## src/rtl/sbus_pkg.sv

```systemverilog
// Shared types and constants for the two-requester single-port bus arbiter.
// Requester IDs double as the round-robin pointer value and the read-tag id.
package sbus_pkg;

    localparam int SBUS_ADDR_W = 32;
    localparam int SBUS_DATA_W = 32;
    localparam int SBUS_STRB_W = SBUS_DATA_W / 8;

    localparam logic REQ_HOST = 1'b0;
    localparam logic REQ_FAB  = 1'b1;

    typedef struct packed {
        logic                   we;
        logic [SBUS_ADDR_W-1:0] addr;
        logic [SBUS_DATA_W-1:0] wdata;
        logic [SBUS_STRB_W-1:0] wstrb;
    } sbus_cmd_t;

    // Travels alongside a read so the returning data reaches the right requester.
    typedef struct packed {
        logic id;
        logic err;
        logic is_rd;
    } sbus_tag_t;

endpackage

```

## src/rtl/sbus_rr_arb2.sv

```systemverilog
// Two-way round-robin grant: combinational grant, registered last-winner pointer.
// On a tie the requester that did not win last time is granted.
module sbus_rr_arb2
    import sbus_pkg::*;
(
    input  logic       clk,
    input  logic       rst_n,
    input  logic [1:0] req,
    output logic [1:0] gnt
);

    logic last_grant_q;
    logic last_grant_d;

    always_comb begin
        gnt          = 2'b00;
        last_grant_d = last_grant_q;
        case (req)
            2'b01:   gnt = 2'b01;
            2'b10:   gnt = 2'b10;
            2'b11:   gnt = (last_grant_q == REQ_FAB) ? 2'b01 : 2'b10;
            default: gnt = 2'b00;
        endcase
        if (gnt[0]) begin
            last_grant_d = REQ_HOST;
        end else if (gnt[1]) begin
            last_grant_d = REQ_FAB;
        end
    end

    // Pointer resets to fabric so the host wins the first tie.
    always_ff @(posedge clk or negedge rst_n) begin
        if (!rst_n) begin
            last_grant_q <= REQ_FAB;
        end else begin
            last_grant_q <= last_grant_d;
        end
    end

endmodule

```

## src/rtl/sbus_arbiter.sv

```systemverilog
// Shares one single-port memory bus between a host and a fabric requester:
// round-robin accept, registered memory strobes, tagged read return, range check.
module sbus_arbiter
    import sbus_pkg::*;
#(
    parameter int ADDR_W    = SBUS_ADDR_W,
    parameter int DATA_W    = SBUS_DATA_W,
    parameter int MEM_WORDS = 1024
) (
    input  logic                S_AXI_ACLK,
    input  logic                S_AXI_ARESETN,

    input  logic                h_valid,
    output logic                h_ready,
    input  logic                h_we,
    input  logic [ADDR_W-1:0]   h_addr,
    input  logic [DATA_W-1:0]   h_wdata,
    input  logic [DATA_W/8-1:0] h_wstrb,
    output logic                h_wack,
    output logic                h_rvalid,
    output logic [DATA_W-1:0]   h_rdata,
    output logic                h_err,

    input  logic                f_valid,
    output logic                f_ready,
    input  logic                f_we,
    input  logic [ADDR_W-1:0]   f_addr,
    input  logic [DATA_W-1:0]   f_wdata,
    input  logic [DATA_W/8-1:0] f_wstrb,
    output logic                f_wack,
    output logic                f_rvalid,
    output logic [DATA_W-1:0]   f_rdata,
    output logic                f_err,

    output logic                o_we,
    output logic [ADDR_W-1:0]   o_waddr,
    output logic [DATA_W-1:0]   o_wdata,
    output logic [DATA_W/8-1:0] o_wstrb,
    output logic                o_rd,
    output logic [ADDR_W-1:0]   o_raddr,
    input  logic [DATA_W-1:0]   i_rdata
);

    localparam int STRB_W = DATA_W / 8;
    localparam logic [ADDR_W:0] MEM_LIMIT = (ADDR_W + 1)'(MEM_WORDS);

    logic [1:0] req;
    logic [1:0] gnt;
    logic       sel_id;
    logic       accept;
    logic       sel_in_range;
    sbus_cmd_t  sel_cmd;
    logic       wr_ack;
    logic       wr_err;

    logic              o_we_q,    o_we_d;
    logic [ADDR_W-1:0] o_waddr_q, o_waddr_d;
    logic [DATA_W-1:0] o_wdata_q, o_wdata_d;
    logic [STRB_W-1:0] o_wstrb_q, o_wstrb_d;
    logic              o_rd_q,    o_rd_d;
    logic [ADDR_W-1:0] o_raddr_q, o_raddr_d;
    sbus_tag_t         tag1_q,    tag1_d;
    sbus_tag_t         tag2_q;

    assign req = {f_valid, h_valid};

    sbus_rr_arb2 u_arb (
        .clk   (S_AXI_ACLK),
        .rst_n (S_AXI_ARESETN),
        .req   (req),
        .gnt   (gnt)
    );

    assign h_ready = gnt[0];
    assign f_ready = gnt[1];

    always_comb begin
        sel_id = gnt[1];
        accept = |gnt;
        if (sel_id == REQ_FAB) begin
            sel_cmd.we    = f_we;
            sel_cmd.addr  = f_addr;
            sel_cmd.wdata = f_wdata;
            sel_cmd.wstrb = f_wstrb;
        end else begin
            sel_cmd.we    = h_we;
            sel_cmd.addr  = h_addr;
            sel_cmd.wdata = h_wdata;
            sel_cmd.wstrb = h_wstrb;
        end
        sel_in_range = ({1'b0, sel_cmd.addr} < MEM_LIMIT);

        wr_ack = accept && sel_cmd.we;
        wr_err = !sel_in_range;

        // An empty byte mask still completes the handshake but never touches memory.
        o_we_d    = wr_ack && sel_in_range && (|sel_cmd.wstrb);
        o_waddr_d = o_we_d ? sel_cmd.addr  : o_waddr_q;
        o_wdata_d = o_we_d ? sel_cmd.wdata : o_wdata_q;
        o_wstrb_d = o_we_d ? sel_cmd.wstrb : o_wstrb_q;

        o_rd_d    = accept && !sel_cmd.we && sel_in_range;
        o_raddr_d = o_rd_d ? sel_cmd.addr : o_raddr_q;

        tag1_d = '0;
        if (accept && !sel_cmd.we) begin
            tag1_d.id    = sel_id;
            tag1_d.err   = !sel_in_range;
            tag1_d.is_rd = 1'b1;
        end
    end

    always_ff @(posedge S_AXI_ACLK or negedge S_AXI_ARESETN) begin
        if (!S_AXI_ARESETN) begin
            o_we_q    <= 1'b0;
            o_waddr_q <= '0;
            o_wdata_q <= '0;
            o_wstrb_q <= '0;
            o_rd_q    <= 1'b0;
            o_raddr_q <= '0;
            tag1_q    <= '0;
            tag2_q    <= '0;
        end else begin
            o_we_q    <= o_we_d;
            o_waddr_q <= o_waddr_d;
            o_wdata_q <= o_wdata_d;
            o_wstrb_q <= o_wstrb_d;
            o_rd_q    <= o_rd_d;
            o_raddr_q <= o_raddr_d;
            tag1_q    <= tag1_d;
            tag2_q    <= tag1_q;
        end
    end

    assign o_we    = o_we_q;
    assign o_waddr = o_waddr_q;
    assign o_wdata = o_wdata_q;
    assign o_wstrb = o_wstrb_q;
    assign o_rd    = o_rd_q;
    assign o_raddr = o_raddr_q;

    // Per-requester response registers; tag2 lines up with i_rdata from the memory.
    for (genvar gi = 0; gi < 2; gi++) begin : g_rsp
        logic              wack_q,   wack_d;
        logic              rvalid_q, rvalid_d;
        logic              err_q,    err_d;
        logic [DATA_W-1:0] rdata_q,  rdata_d;

        always_comb begin
            wack_d   = wr_ack && (sel_id == 1'(gi));
            rvalid_d = tag2_q.is_rd && (tag2_q.id == 1'(gi));
            rdata_d  = rdata_q;
            if (rvalid_d) begin
                rdata_d = tag2_q.err ? '0 : i_rdata;
            end
            err_d = (wack_d && wr_err) || (rvalid_d && tag2_q.err);
        end

        always_ff @(posedge S_AXI_ACLK or negedge S_AXI_ARESETN) begin
            if (!S_AXI_ARESETN) begin
                wack_q   <= 1'b0;
                rvalid_q <= 1'b0;
                err_q    <= 1'b0;
                rdata_q  <= '0;
            end else begin
                wack_q   <= wack_d;
                rvalid_q <= rvalid_d;
                err_q    <= err_d;
                rdata_q  <= rdata_d;
            end
        end
    end

    assign h_wack   = g_rsp[0].wack_q;
    assign h_rvalid = g_rsp[0].rvalid_q;
    assign h_rdata  = g_rsp[0].rdata_q;
    assign h_err    = g_rsp[0].err_q;
    assign f_wack   = g_rsp[1].wack_q;
    assign f_rvalid = g_rsp[1].rvalid_q;
    assign f_rdata  = g_rsp[1].rdata_q;
    assign f_err    = g_rsp[1].err_q;

endmodule

```

## config.mk

```make
export PLATFORM = sky130hd
export DESIGN_NAME = sbus_arbiter
export DESIGN_NICKNAME = d
export VERILOG_FILES = /design/src/rtl/sbus_pkg.sv /design/src/rtl/sbus_rr_arb2.sv /design/src/rtl/sbus_arbiter.sv
export SDC_FILE = /design/constraint.sdc
export NUM_CORES = 1
export LEC_CHECK = 0
export CORE_ASPECT_RATIO = 0.5
export CORE_MARGIN = 2
export CORE_UTILIZATION = 41
export CTS_CLUSTER_SIZE = 25
export DETAILED_ROUTE_END_ITERATION = 10
export GPL_ROUTABILITY_DRIVEN = 0
export HOLD_SLACK_MARGIN = 0.06
export PLACE_DENSITY = 0.87
export SLEW_MARGIN = 25
export SYNTH_ARGS = -nofsm -noshare
export SYNTH_HDL_FRONTEND = slang
export SYNTH_SLANG_ARGS = --single-unit
```

## constraint.sdc

```tcl
create_clock -name S_AXI_ACLK -period 2.15 [get_ports S_AXI_ACLK]
set_input_delay 0.43 -clock S_AXI_ACLK [delete_from_list [all_inputs] [get_ports S_AXI_ACLK]]
set_output_delay 0.43 -clock S_AXI_ACLK [all_outputs]
set_load 0.01 [all_outputs]
```

* Yosys cells after proc, flatten, opt, wreduce, memory -nomap -nowiden
Index checks and enable logic that the tools add are counted.
** Word-level totals
- Bits in registers :: 179
- Input bits :: 174
- Output and inout bits :: 174
- Word-level logic and storage cells :: 54
** Cells by class
- Magnitude comparators :: 1
- Eq/ne operators :: 3
- Multiplexer cells :: 7
- Bitwise logic cells :: 2
- Reductions and logical operators :: 20
** Operator list (number)
- $mux 69 :: 1
- $lt 32x11->1 const B :: 1
- $mux 32 :: 1
- $logic_and 1x1->1 :: 13
- $pmux 2 s3 :: 1
- $eq 2x2->1 const B :: 2
- $reduce_or 4->1 :: 1
- $mux 3 :: 1
- $eq 2x1->1 const B :: 1
- $logic_not 1->1 :: 2
- $logic_or 1x1->1 :: 2
- $mux 1 :: 2
- $mux 2 :: 1
- $not 1->1 :: 2
- $reduce_bool 2->1 :: 1
- $reduce_or 2->1 :: 1

* Longest topological paths before layout
Gate-level depths: netlist (run 1).
- Depth in word-level cells :: 7
- Depth in mapped cells :: 9
- Depth with buffers taken out :: 7

* Hierarchy
Synthesis (run 1) repeated with hierarchy kept, for this count alone.
** Second synthesis, totals
- Cell total of the unflattened synthesis :: 569
- Area total of the unflattened synthesis :: 7048.0 um^2
** Modules (own cells, without submodules)
- sbus_arbiter :: times used 1, cells an instance 563, area an instance 6994.2 um^2, seq. area each 4454.3 um^2
- sbus_rr_arb2 :: times used 1, cells an instance 6, area an instance 53.8 um^2, seq. area each 26.3 um^2

* Least setup slack after synthesis (run 1)
No wires, ideal clock.
- Kind :: input -> register
- From :: input port h_valid
- To :: register o_wdata_q[10], in the netlist o_wdata[10]
- Library setup time :: 0.128 ns
- Data arrival time :: 1.846 ns
- Required time :: 2.022 ns
- Setup slack :: 0.176 ns
- Stages :: 7
- Buffers on the path :: 2
- Cell sequence :: nand2_1 > nand2_1 > inv_2 > buf_2 > clkbuf_1 > mux2_2 > mux2_1
** On the way
- Cells in the longest elaborated chain, start to end :: 6
- Elaborated cells on any way between the ends :: 11
- Those cells by class :: order compare (1); eq/ne (3); mux (2); reduce/logical (5)
** RTL lines
- start, declared :: RTL line sbus_arbiter.sv:13 : input logic h_valid,
- $eq 2x2->1 / $eq 2x1->1 (equally long branches) :: RTL line sbus_rr_arb2.sv:18 : case (req)
- $pmux 2 s3 * :: RTL line sbus_rr_arb2.sv:18
- $mux 69 / $reduce_or 2->1 (equally long branches) :: RTL line sbus_arbiter.sv:80, sbus_arbiter.sv:79
- $lt 32x11->1 / $logic_and 1x1->1 (equally long branches) :: RTL line sbus_arbiter.sv:91, sbus_arbiter.sv:93
- $logic_and 1x1->1 (2 in a row) :: RTL line sbus_arbiter.sv:97 : o_we_d = wr_ack && sel_in_range && (|sel_cmd.wstrb);
- end signal, assigned :: RTL line sbus_arbiter.sv:126 : o_wdata_q <= o_wdata_d;
- end, declared :: RTL line sbus_arbiter.sv:58 : logic [DATA_W-1:0] o_wdata_q, o_wdata_d;
Every way passes the cells marked *; elsewhere a longest branch is shown, timed or not.
A chain may end at the register's enable or synchronous reset.

* Final worst setup path (run 1)
- From :: input port f_addr[11]
- To :: register o_wdata_q[26], in the netlist o_wdata[26]
** On the way
- Cells in the longest elaborated chain, start to end :: 4
** RTL lines
- start, declared :: RTL line sbus_arbiter.sv:27 : input logic [ADDR_W-1:0] f_addr,
- $mux 69 :: RTL line sbus_arbiter.sv:80 : if (sel_id == REQ_FAB) begin
- $lt 32x11->1 :: RTL line sbus_arbiter.sv:91 : sel_in_range = ({1'b0, sel_cmd.addr} < MEM_LIMIT);
- $logic_and 1x1->1 (2 in a row) :: RTL line sbus_arbiter.sv:97
Every way passes these cells.

==> results of run 1 <==
==> layer usage <==
metal,global-route usage [%],up-vias,wire length [µm]
met5,0,-,0
met4,8.35,0,601
met3,4.28,44,856
met2,43.7,167,12000
met1,31.2,2904,9140
li1,-,2645,-
==> how the worst min path moves through the flow <==
stage	to	slack [ps]	startpoint	depth (start not counted)
finish	tag2_q[1]	350	tag1_q[1]	0
global route	tag2_q[1]	360	tag1_q[1]	0
detailed placement	tag2_q[0]	330	tag1_q[0]	0
CTS	tag2_q[1]	350	tag1_q[1]	0
floorplan	f_err	130	S_AXI_ARESETN	0
global placement	tag2_q[0]	330	tag1_q[0]	0
==> stage by stage <==
step / TNS [ps] / setup slack, ps
after detailed placement: -54640 / -714
final: -89.4 / -22.0
after global placement: -49810 / -647
after floorplan: 0 / 176
after global routing: -557 / -43.9
after CTS: -30.7 / -15.3
==> cell usage in the layout, fill, tap and decap left out, types with 20 or more instances in the layout <==
cell | netlist | layout
nor2b_1 | 22 | 20
o21ai_0 | 65 | 65
nand2b_1 | 34 | 33
nand2_1 | 69 | 67
dfrtp_1 | 178 | 178
mux2_2 | 94 | 71
clkdlybuf4s50_1 | 0 | 317
buf_4 | 5 | 24
and2_1 | 24 | 24
mux2_4 | 0 | 27
==> worst max-delay path, stage by stage <==
cell	delay [ps]
clkdlybuf4s50_1	420
nor4_2	250
nand4_1	250
nor2_4	200
a2bb2oi_4	180
buf_6	130
buf_6	120
buf_12	140
mux2_2	330
==> sequential cells by signal, summed over array words and instances (netlist names) <==
register	count
h_err	1
f_err	1
f_rdata	32
tag2_q	3
f_wack	1
o_rd	1
f_rvalid	1
h_rvalid	1
u_arb.last_grant_q	1
o_we	1
o_wstrb	4
h_wack	1
o_wdata	32
tag1_q	3
o_raddr	32
o_waddr	32
h_rdata	32
==> cells in the mapped netlist (2+ instances only) <==
library cell  count  area [µm²]
nor2_1            5        18.8
o21ai_0          65         325
buf_2             3        15.0
nand2b_1         34         213
nor2b_1          22         138
buf_4             5        37.5
clkbuf_1         24        90.1
inv_1             5        18.8
mux2_1            8        90.1
mux2_2           94        1060
nand4_1           2        12.5
nand2_1          69         259
and2_1           24         150
a22o_1            2        17.5
nor4_1           10        62.6
dfrtp_1         178        4450
==> power by group through the flow <==
| stage | clock (mW) | combinational (mW) | sequential, mW |
|---|---|---|---|
| 2_1_floorplan | 0 | 0.427 | 4.07 |
| 3_3_place_gp | 0 | 1.77 | 3.91 |
| 3_5_place_dp | 0 | 1.81 | 3.94 |
| 4_1_cts | 3.07 | 1.83 | 3.87 |
| 5_1_grt | 3.22 | 1.97 | 3.91 |
| 6_report | 3.00 | 1.83 | 3.88 |
==> cell type report <==
type / instances / share of cell area (%)
Inverter: 6 / 0.208
Tap cell: 227 / 2.36
Sequential cell: 179 / 37.2
Clock inverter: 14 / 1.16
Timing Repair Buffer: 391 / 33.4
Clock buffer: 18 / 3.65
Multi-Input combinational cell: 344 / 22.0
==> cells by family after synthesis <==
logic type,Yosys count,synth area share [%]
buffers and inverters,38,2.34
muxes,102,16.3
DFF,179,63.4
AOI/OAI and AO/OA,72,5.46
and+or+nand+nor,170,12.5
==> what timing repair did <==
item                                   CTS  global route
gates resized for setup                 51            48
endpoints found under the hold margin   39             0
pin swaps                                7            15
setup buffers                           11             3
setup endpoints to repair               65            64
hold buffers                             1             0
gates cloned                             5             0
==> insert_results.sql, run 1 <==
INSERT INTO impl_metrics (metric_group, metric, value, unit) VALUES
('detailed_routing', 'first_pass_iters', '4', ''),
('layout', 'multi_input_area', '2660', 'µm²'),
('critical_path', 'crit-reg2reg-capture', 'o_wdata[26]', ''),
('critical_path', 'worst-r2r-setup-slack', '10', 'ps'),
('hold_path', 'hold_path.class', 'reg2reg', ''),
('global_route', 'grt_first_pass_wirelength', '35.3', 'mm'),
('sta', 'skew', '14.5', 'ps'),
('yosys', 'synth-seq-area-share', '63.4', '%'),
('power', 'total_leakage_power', '5.51', 'nW'),
('yosys', 'avgSynthCellArea', '12.6', 'µm²'),
('sta', 'whs', '350', 'ps'),
('clock_network', 'cts_root_buffer', 'clkbuf_16', ''),
('layout', 'final_layout_size_suffix_gt1_share', '21.1', '%'),
('sta', 'timing.max_slew.rel_slack', '51.0', '%'),
('sta', 'finalHoldViolations', '0', ''),
('sta', 'final_period_minus_worst_setup_slack', '2170', 'ps'),
('clock_network', 'tritoncts.num_buffers', '17', ''),
('clock_network', 'clock_sink_count', '179', ''),
('clock_network', 'clock_tree_from_tritoncts', 'yes', ''),
('power', 'power_density', '723', 'nW/µm²'),
('yosys', 'netlist_instances', '561', ''),
('yosys', 'synth_seq_cells', '179', ''),
('power', 'switching_power', '2.39', 'mW'),
('critical_path', 'start_kind', 'input pin', ''),
('sta', 'setup_slack', '-22.0', 'ps'),
('power', 'cell_internal_pwr', '6.32', 'mW'),
('die', 'std_cell_rows', '33', ''),
('global_route', 'pin_count_of_the_biggest_net_entering_global_routing', '47', ''),
('yosys', 'number_of_flops_mapped_to_enable_cells_by_yosys', '0', ''),
('detailed_routing', 'detailedRoute.firstIterationViolations', '215', ''),
('yosys', 'synth_warnings', '0', ''),
('sta', 'report.final.slew_viol_count', '0', ''),
('yosys', 'synth_async_sr_flop_share', '100', '%'),
('critical_path', 'cp_data_required_time', '2450', 'ps'),
('layout', 'num-fill-cells', '1067', ''),
('detailed_routing', 'vias', '5760', ''),
('die', 'design.portCount', '348', ''),
('place', 'dpl.hpwl', '16.2', 'mm'),
('global_route', 'global_route.usage.total', '24.9', '%'),
('layout', 'final_cell_count_no_fill', '1179', ''),
('detailed_routing', 'route.final.wire_length', '22.6', 'mm'),
('place', 'port_buffers', '347', ''),
('sta', 'finalSetupViolations', '12', ''),
('yosys', 'yosys.cell_types.count', '27', ''),
('layout', 'finalInstanceArea', '12000', 'µm²'),
('layout', 'syn2layout_area_growth', '70.6', '%'),
('global_route', 'via_count_of_the_first_global_routing_pass', '6206', ''),
('critical_path', 'crit_path_start', 'f_addr[11]', ''),
('critical_path', 'worst-path-max-fanout', '8', ''),
('critical_path', 'regToRegStartpoint', 'u_arb.last_grant_q', ''),
('clock_network', 'cts-root-to-sink-buffers', '2', ''),
('power', 'comb_power_share', '21.0', '%'),
('status', 'run_status', 'finished with violations', ''),
('global_route', 'gr-total-overflow', '0', ''),
('critical_path', 'path_class', 'in2reg', ''),
('power', 'share_of_total_power_consumed_by_net_switching', '27.5', '%'),
('die', 'placeableCoreArea', '16600', 'µm²'),
('die', 'initial_utilization', '42.5', '%'),
('die', 'floorplan.die.width', '190', 'µm'),
('global_route', 'grt_antenna_before_repair', '0', ''),
('sta', 'timing.fmax', '0.460', 'GHz'),
('layout', 'final_core_utilization', '72.6', '%'),
('status', 'failed_checks', 'negative setup slack', ''),
('clock_network', 'insertion_delay', '420', 'ps'),
('place', 'placement.cell_area', '11000', 'µm²'),
('die', 'die_area', '18400', 'µm²'),
('sta', 'worst_pin_slew', '735', 'ps'),
('yosys', 'syn_area', '7060', 'µm²'),
('detailed_routing', 'routedWlPerCell', '19.2', 'µm'),
('clock_network', 'cts.reportedPaths.clkPinSlew', '70', 'ps'),
('clock_network', 'htree_levels', '4', '');
Note: power is estimated with default switching activity, not from simulation.
==> run 2, diff against run 1 <==
ABC_CLOCK_PERIOD_IN_PS = 2150   (was not set)
CAP_MARGIN = 25   (was not set)
SKIP_LAST_GASP = 1   (was not set)
==> insert_results.sql, run 2 (same netlist as run 1, synthesis figures left out) <==
INSERT INTO impl_metrics (metric_group, metric, value, unit) VALUES
('status', 'run_status', 'completed', ''),
('critical_path', 'cp_data_required_time', '2450', 'ps'),
('clock_network', 'clock_sink_count', '179', ''),
('global_route', 'grt_use_met3', '4.17', '%'),
('layout', 'finalInstanceArea', '12100', 'µm²'),
('global_route', 'pin_count_of_the_biggest_net_entering_global_routing', '47', ''),
('detailed_routing', 'routedWlPerCell', '19.1', 'µm'),
('power', 'comb_power_share', '21.0', '%'),
('layout', 'antenna-diode-count', '0', ''),
('place', 'placement.cell_area', '11000', 'µm²'),
('critical_path', 'worst_path_max_delay_cell', 'clkdlybuf4s50_1', ''),
('power', 'post-layout-total-power', '8.70', 'mW'),
('power', 'power_density', '722', 'nW/µm²'),
('detailed_routing', 'route.final.wire_length', '22.6', 'mm'),
('sta', 'final_period_minus_worst_setup_slack', '2140', 'ps'),
('die', 'die_area', '18400', 'µm²'),
('sta', 'whs', '350', 'ps'),
('flow_run', 'maxCapViolCount', '0', ''),
('global_route', 'via_count_of_the_first_global_routing_pass', '6206', ''),
('global_route', 'grt_antenna_before_repair', '0', ''),
('die', 'std_cell_rows', '33', ''),
('detailed_routing', 'drt-vias-per-instance', '4.88', ''),
('sta', 'period_share', '99.6', '%'),
('power', 'switching_power', '2.39', 'mW'),
('layout', 'num-fill-cells', '1072', ''),
('power', 'cell_internal_pwr', '6.32', 'mW'),
('detailed_routing', 'post_detailed_route_drc_marker_count', '0', ''),
('sta', 'finalHoldViolations', '0', ''),
('detailed_routing', 'vias', '5750', ''),
('layout', 'most_frequent_standard_cell_in_the_layout_excluding_fill_and_tap_cells', 'clkdlybuf4s50_1', ''),
('critical_path', 'path_class', 'in2reg', ''),
('sta', 'setup_repair_after_global_routing_missed_its_margin', 'yes', ''),
('critical_path', 'worst-r2r-setup-slack', '30', 'ps'),
('power', 'share_of_total_power_consumed_by_net_switching', '27.4', '%'),
('die', 'floorplan.die.width', '190', 'µm'),
('hold_path', 'hold_path.class', 'reg2reg', ''),
('clock_network', 'htree_levels', '4', ''),
('critical_path', 'timing.critical_path.slowest_cell_delay', '420', 'ps'),
('sta', 'timing.max_slew.rel_slack', '50.7', '%'),
('place', 'dpl.hpwl', '16.2', 'mm'),
('global_route', 'gr-total-overflow', '0', ''),
('layout', 'final_net_count', '1113', ''),
('hold_path', 'min_delay_path_depth', '0', ''),
('layout', 'area.sequential', '4480', 'µm²'),
('critical_path', 'cp_cell_sequence', 'clkdlybuf4s50_1, nor4_2, nand2_1, nor3_4, buf_6, a2bb2oi_4, buf_6, buf_6, buf_12, mux2_2', ''),
('global_route', 'top_usage_layer', 'met2', ''),
('critical_path', 'start_kind', 'input pin', ''),
('critical_path', 'crit-reg2reg-capture', 'o_wdata[26]', ''),
('sta', 'skew', '14.7', 'ps'),
('detailed_routing', 'detailedRoute.firstIterationViolations', '199', ''),
('detailed_routing', 'ant_nets', '0', ''),
('layout', 'most-common-layout-cells', '318 x clkdlybuf4s50_1, 178 x dfrtp_1, 71 x mux2_2', ''),
('sta', 'timing.fmax', '0.467', 'GHz'),
('critical_path', 'worst-path-max-fanout', '8', ''),
('clock_network', 'cts-root-to-sink-buffers', '2', ''),
('global_route', 'groute.layer.met2.usage', '43.8', '%'),
('die', 'design.portCount', '348', ''),
('clock_network', 'insertion_delay', '420', 'ps'),
('detailed_routing', 'first_pass_iters', '4', ''),
('power', 'power_frac_clock', '34.5', '%'),
('die', 'die_height', '96.8', 'µm'),
('clock_network', 'tritoncts.num_buffers', '17', ''),
('die', 'initial_utilization', '42.5', '%'),
('critical_path', 'worst_r2r_path_depth', '10', ''),
('place', 'port_buffers', '347', ''),
('layout', 'multi_input_area', '2660', 'µm²'),
('critical_path', 'path_common_cell', 'buf_6', ''),
('power', 'total_leakage_power', '5.51', 'nW'),
('clock_network', 'clock_tree_from_tritoncts', 'yes', ''),
('global_route', 'global_route.usage.total', '24.8', '%'),
('hold_path', 'worstHoldEndpoint', 'tag2_q[1]', ''),
('clock_network', 'cts_root_buffer', 'clkbuf_16', ''),
('sta', 'finalSetupViolations', '0', ''),
('critical_path', 'worstPathArrival', '2440', 'ps'),
('sta', 'report.final.slew_viol_count', '0', ''),
('layout', 'syn2layout_area_growth', '70.6', '%'),
('global_route', 'grt_first_pass_wirelength', '35.3', 'mm'),
('critical_path', 'cp_num_buf_inv', '5', ''),
('hold_path', 'min_from', 'tag1_q[1]', ''),
('power', 'power.share.sequential', '44.5', '%'),
('power', 'power.ir.vdd_worst', '0.720', 'mV'),
('die', 'placeableCoreArea', '16600', 'µm²'),
('clock_network', 'cts.reportedPaths.clkPinSlew', '70', 'ps'),
('global_route', 'met1_usage', '31.1', '%'),
('critical_path', 'regToRegStartpoint', 'u_arb.last_grant_q', ''),
('layout', 'final_core_utilization', '72.6', '%'),
('layout', 'final_layout_size_suffix_gt1_share', '21.0', '%'),
('sta', 'worst_pin_slew', '740', 'ps'),
('critical_path', 'timing.critical_path.to_type', 'flip-flop', ''),
('critical_path', 'critical_path.top_delay_family', 'buffers and inverters', '');
## run 2: layer usage
| metal | routed length, µm | part of all wire (%) |
|---|---|---|
| met1 | 8940 | 40 |
| met2 | 12000 | 53 |
| met3 | 1100 | 4.9 |
| met4 | 512 | 2.3 |
| met5 | 0 | 0 |
## run 2: worst max path at each step
stage / endpoint / slack [ps] / cells past startpoint / startpoint
floorplan: o_wdata[10] / 180 / 7 / h_valid
global placement: o_wdata[5] / -650 / 9 / h_addr[21]
detailed placement: o_wdata[14] / -710 / 9 / h_addr[21]
CTS: o_wdata[14] / -40 / 11 / h_addr[14]
global route: o_wdata[26] / -50 / 10 / f_addr[28]
finish: o_wdata[26] / 10 / 10 / h_addr[22]
## run 2: final cells by class
type | instances | area share [%]
tap | 227 | 2.36
inverter | 6 | 0.208
clock buffer | 18 | 3.64
multi-input combinational | 344 | 22.0
sequential | 179 | 37.2
timing repair buffer | 391 | 33.4
clock inverter | 14 | 1.16
## run 2: metrics by stage
| step | cells | setup WS (ps) | setup TNS [ps] |
|---|---|---|---|
| after global routing | 1179 | -45.4 | -521 |
| after floorplan | 561 | 176 | 0 |
| after CTS | 1177 | -35.1 | -147 |
| after detailed placement | 1128 | -714 | -54640 |
| after global placement | 1128 | -647 | -49810 |
| final | 1179 | 9.62 | 0 |
## run 2: repair_timing
action / 4_1_cts / 5_1_grt
pin swaps: 7 / 17
gates cloned: 5 / 0
buffers inserted: 11 / 3
hold buffers: 1 / 0
endpoints found under the setup margin: 65 / 64
hold endpoints to repair: 39 / 0
gates resized for setup: 47 / 49
## run 2: power groups by stage
stage | registers [mW] | logic (mW) | clock network, mW
after floorplan | 4.07 | 0.427 | 0
after global placement | 3.91 | 1.77 | 0
after detailed placement | 3.94 | 1.81 | 0
after CTS | 3.87 | 1.83 | 3.07
after global routing | 3.91 | 1.97 | 3.22
final | 3.87 | 1.83 | 3.00
